## src/rtl/nfa_engine_pkg.sv

```systemverilog
// Shared widths and helpers for the chained NFA match engine.
// Holds the position width and the per-state char-class select decoding.
package nfa_engine_pkg;

    localparam int POS_W      = 16;
    localparam int CLS_W      = 8;
    localparam int MAX_STATES = 64;

    function automatic logic [CLS_W-1:0] cls_idx(
        input logic [MAX_STATES*CLS_W-1:0] sel,
        input int                          i
    );
        return sel[i*CLS_W +: CLS_W];
    endfunction

endpackage

```

## src/rtl/nfa_state_cell.sv

```systemverilog
// One link of the match chain: a flag that loads hit AND (pred OR self-loop).
// sod masks the stored flag so a restarting byte sees an empty chain.
module nfa_state_cell (
    input  logic clk,
    input  logic rst,
    input  logic sod,
    input  logic en,
    input  logic last,
    input  logic hit,
    input  logic pred,
    input  logic loop_en,
    output logic live,
    output logic nxt
);

    logic flag;

    assign live = flag & ~sod;
    assign nxt  = hit & (pred | (loop_en & live));

    always_ff @(posedge clk) begin
        if (rst) begin
            flag <= 1'b0;
        end else if (en && last) begin
            flag <= 1'b0;
        end else if (en) begin
            flag <= nxt;
        end else if (sod) begin
            flag <= 1'b0;
        end
    end

endmodule

```

## src/rtl/nfa_chain_engine.sv

```systemverilog
// Chained-NFA byte matcher with a one-deep per-packet result slot.
// Tracks the first completing offset and flags results lost to a full slot.
module nfa_chain_engine
    import nfa_engine_pkg::*;
#(
    parameter int                        N_STATES  = 36,
    parameter int                        N_CLASS   = 40,
    parameter logic [N_STATES*CLS_W-1:0] CLS_SEL   = '0,
    parameter logic [N_STATES-1:0]       SELF_LOOP = '0,
    parameter bit                        ANCHORED  = 1'b1
) (
    input  logic               clk,
    input  logic               rst,
    input  logic               sod,
    input  logic               en,
    input  logic               eod,
    input  logic [N_CLASS-1:0] cls_hit,
    output logic               match,
    output logic               res_valid,
    input  logic               res_ready,
    output logic               res_match,
    output logic [POS_W-1:0]   res_pos,
    output logic               overrun
);

    localparam logic [MAX_STATES*CLS_W-1:0] SEL_EXT =
        (MAX_STATES*CLS_W)'(CLS_SEL);

    logic [N_STATES-1:0] live;
    logic [N_STATES-1:0] nxt;
    logic [N_STATES-1:0] pred;
    logic [N_STATES-1:0] hit;
    logic [POS_W-1:0]    pos;
    logic [POS_W-1:0]    pos_eff;
    logic [POS_W-1:0]    first_pos;
    logic [POS_W-1:0]    first_eff;
    logic                match_eff;
    logic                last;
    logic                done;
    logic                slot_free;
    logic                unused_cls;

    assign unused_cls = ^cls_hit;
    assign last       = en & eod;
    assign pos_eff    = sod ? '0 : pos;
    assign first_eff  = sod ? '0 : first_pos;
    assign match_eff  = match & ~sod;
    assign done       = nxt[N_STATES-1];
    assign slot_free  = ~res_valid | res_ready;

    for (genvar i = 0; i < N_STATES; i++) begin : g_cell
        localparam int IDX = int'(cls_idx(SEL_EXT, i));
        if (IDX < N_CLASS) begin : g_hit
            assign hit[i] = cls_hit[IDX];
        end else begin : g_nohit
            assign hit[i] = 1'b0;
        end
        if (i == 0) begin : g_head
            assign pred[i] = ANCHORED ? (pos_eff == '0) : 1'b1;
        end else begin : g_link
            assign pred[i] = live[i-1];
        end
        nfa_state_cell u_cell (
            .clk     (clk),
            .rst     (rst),
            .sod     (sod),
            .en      (en),
            .last    (eod),
            .hit     (hit[i]),
            .pred    (pred[i]),
            .loop_en (SELF_LOOP[i]),
            .live    (live[i]),
            .nxt     (nxt[i])
        );
    end

    always_ff @(posedge clk) begin
        if (rst) begin
            pos       <= '0;
            first_pos <= '0;
            match     <= 1'b0;
            res_valid <= 1'b0;
            res_match <= 1'b0;
            res_pos   <= '0;
            overrun   <= 1'b0;
        end else begin
            if (en && !eod) begin
                pos   <= (pos_eff == '1) ? pos_eff : pos_eff + 1'b1;
                match <= match_eff | done;
                first_pos <= (done && !match_eff) ? pos_eff : first_eff;
            end else if (last || sod) begin
                pos       <= '0;
                match     <= 1'b0;
                first_pos <= '0;
            end
            // A full slot keeps the older result; the new one is lost.
            if (last && slot_free) begin
                res_valid <= 1'b1;
                res_match <= match_eff | done;
                res_pos   <= match_eff ? first_eff :
                             (done ? pos_eff : '0);
            end else if (last) begin
                overrun <= 1'b1;
            end else if (res_valid && res_ready) begin
                res_valid <= 1'b0;
            end
        end
    end

endmodule

```

## config.mk

```make
export PLATFORM = sky130hd
export DESIGN_NAME = nfa_chain_engine
export DESIGN_NICKNAME = d
export VERILOG_FILES = /design/src/rtl/nfa_engine_pkg.sv /design/src/rtl/nfa_state_cell.sv /design/src/rtl/nfa_chain_engine.sv
export SDC_FILE = /design/constraint.sdc
export NUM_CORES = 1
export LEC_CHECK = 0
export ABC_CLOCK_PERIOD_IN_PS = 2190
export CAP_MARGIN = 20
export CORE_MARGIN = 1.5
export CORE_UTILIZATION = 52
export DETAILED_ROUTE_END_ITERATION = 6
export GPL_TIMING_DRIVEN = 0
export PLACE_DENSITY = 0.8
export SLEW_MARGIN = 20
export SYNTH_ARGS = -nofsm -noshare
export SYNTH_HDL_FRONTEND = slang
export SYNTH_SLANG_ARGS = --single-unit
```

## constraint.sdc

```tcl
create_clock -name clk -period 2.19 [get_ports clk]
set_clock_uncertainty 0.05 [all_clocks]
set_input_delay 0.438 -clock clk [delete_from_list [all_inputs] [get_ports clk]]
set_output_delay 0.438 -clock clk [all_outputs]
set_load 0.02 [all_outputs]
```

==> impl_metrics.tcl <==
set metrics [dict create \
    synthTopCellsByArea "dfxtp_1 49%, a22oi_1 7.2%, nor2_1 5.1%" \
    cts_tree "yes" \
    peakVddDrop_uv 710 \
    critPathCaptureType "flop" \
    die_height_um 85.5 \
    worstMarginPinSlew_ns 0.566 \
    fin_crit_ns 2.03 \
    use_met3 0.0558 \
    power_frac_seq 0.552 \
    final_util 0.630 \
    synth_edf_count 0 \
    pre_cts_slack_ns -0.521 \
    switching_share 0.245 \
    drt_wl_total_mm 8.43 \
    max_freq_ghz 0.492 \
    hold_slack_ns 0.399 \
    ff_latch_area_mm2 0.00174 \
    critical_path.max_fanout 10 \
    drc 4 \
    crit_type "input pin to flop" \
    fin_setup_tns_ns 0 \
    required_ns 2.42 \
    grt_use_met2 0.409 \
    synth_nets 439 \
    portBuffers 23 \
    fill_cells 572 \
    cp.arrival_ns 2.26 \
    area_growth_pct 14.9 \
    die_x_um 85.5 \
    yosysTopAreaCell "dfxtp_1" \
    numCtsBuffers 9 \
    cts.reportedPaths.clkPinSlew_ns 0.09 \
    clk_latency_ns 0.36 \
    grt_use_met1 0.311 \
    r2r_slack_ns 0.30 \
    setup_viol 0 \
    busiest_layer "met2" \
    rsz0062_at_grt "no" \
    antenna_left 0 \
    max_slew_margin 0.619 \
    antenna_cells 0 \
    grt.total_usage 0.245 \
    hold_violations 0 \
    combPwrFrac 0.076 \
    wl_per_cell_um 16.6 \
    ys_seq_area_frac 0.492 \
    setup_ws_ns 0.157 \
    min_period_over_period 0.928 \
    worstSetupStartpointType "input pin" \
    clk_path_buf_depth 2 \
    synthArstFlopShare 0 \
    die-area_mm2 0.00732 \
    drv_slew 0 \
    gp_congestion 0.917 \
    ys.flop_type "dfxtp_1" \
    dpl_cell_area_mm2 0.00387 \
    vias 3049 \
    synth_area_mm2 0.00354 \
    p_leak_uw 0.00133 \
    drive_gt1_frac 0.0810 \
    io_pins 66 \
    post-dp-hpwl_mm 5.98 \
    maxCapViolCount 0 \
    status "finished, violations left" \
    yosysWarnings 0 \
    mostFrequentLayoutCells "87 x dfxtp_1, 47 x nor2_1, 34 x a22oi_1" \
    viasPerCell 5.99 \
    cell_internal_pwr_uw 2200 \
    grt_max_degree 15 \
    design_area_mm2 0.00407 \
    core_area_mm2 0.00646 \
    synth_top_area_frac 0.492 \
    violations "DRC" \
    grt_overflow_total 0 \
    floorplan.initialDensity 0.548 \
    grt_pass1_vias 2897 \
    firstDrtPassIters 7 \
    clock_sinks 87 \
    synthCells 393 \
    final_common_cell "dfxtp_1" \
    antenna_found_initial 0 \
    ys_ff_latch 87 \
    pwr-share-clk 0.372 \
    power_density_mw_per_mm2 717 \
    drt_iter0_drc 340 \
    grt_pass1_wl_mm 14.0 \
    hp-class "input pin to flop" \
    htreeDepth 3 \
    cts.hold.buffers_added 0 \
    switching_power_uw 714 \
    syn_avg_cell_area_um2 9.01 \
    rows 29 \
    ys_types 43 \
    root_buffer "clkbuf_8" \
    multiInputGateArea_mm2 0.00164 \
    nets 473 \
]
## through the flow
step / total power (µW) / instances
floorplan: 1780 / 393
global route: 3020 / 509
detailed placement: 1870 / 493
CTS: 2930 / 509
finish: 2920 / 509
global placement: 1860 / 493
## worst max-delay path: stages
cell and delay (ns):
clkdlybuf4s50_1 0.48, buf_2 0.20, nand4b_1 0.25, nand4_1 0.21, or4_1 0.54, a21oi_1 0.15
## power groups by stage
stage,combinational [µW],sequential [µW],clock [µW]
5_1_grt,242,1610,1160
6_report,222,1610,1080
2_1_floorplan,111,1670,0
3_3_place_gp,215,1650,0
4_1_cts,220,1610,1100
3_5_place_dp,219,1650,0
## area by class of cell
class	count	share of cell area
buffer	37	0.0387
clock buffer	10	0.0314
clock inverter	6	0.0151
inverter	3	0.00277
multi-input combinational	266	0.404
sequential	87	0.428
tap	77	0.0237
timing repair buffer	23	0.0566
## synthesized netlist by cell type (3+ instances only)
cell type	n
dfxtp_1	87
nor2_1	48
a22oi_1	34
a21oi_1	26
clkbuf_1	23
nand3_1	20
a211oi_1	19
nand2b_1	19
a22o_1	16
buf_2	11
nand2_1	11
o21ai_0	8
nor3_1	7
nor4_1	7
mux2i_1	6
and3_1	5
a31oi_1	4
nor2b_1	4
and2_1	3
nand4_1	3
nand4b_1	3
## logic make-up after synthesis
logic type,after synthesis,share of synthesized area
muxes,6,0.0170
DFF,87,0.492
buffers and inverters,40,0.0466
and+or+nand+nor,141,0.212
AOI/OAI and AO/OA,119,0.233
## worst paths after layout
path | startpoint | endpoint | cells past startpoint
min reg2reg | g_cell[24].u_cell.flag$_SDFFE_PP0P_ | g_cell[24].u_cell.flag$_SDFFE_PP0P_ | 2
min | cls_hit[0] | g_cell[12].u_cell.flag$_SDFFE_PP0P_ | 3
max | sod | pos[14]$_SDFFE_PP0P_ | 6
max reg2reg | pos[8]$_SDFFE_PP0P_ | pos[12]$_SDFFE_PP0P_ | 5
## registers in the layout, indices dropped and copies added (netlist names)
name and cells:
res_match 1, pos 16, overrun 1, first_pos 16
g_cell.u_cell.flag 35, res_valid 1, match 1, res_pos 16
## layer usage
| metal | routed length, µm | part of all wire | up-vias |
|---|---|---|---|
| met4 | 111 | 0.013 | 0 |
| met3 | 257 | 0.030 | 10 |
| met5 | 0 | 0 | - |
| met1 | 3840 | 0.46 | 1470 |
| li1 | - | - | 1510 |
| met2 | 4220 | 0.50 | 59 |
## timing repair
action | in CTS | in global routing
hold endpoints to repair | 0 | 0
cloned | 0 | 0
setup buffers | 0 | 0
setup endpoints to repair | 10 | 22
resized for setup | 1 | 8
Note: power is estimated with default switching activity, not from simulation.
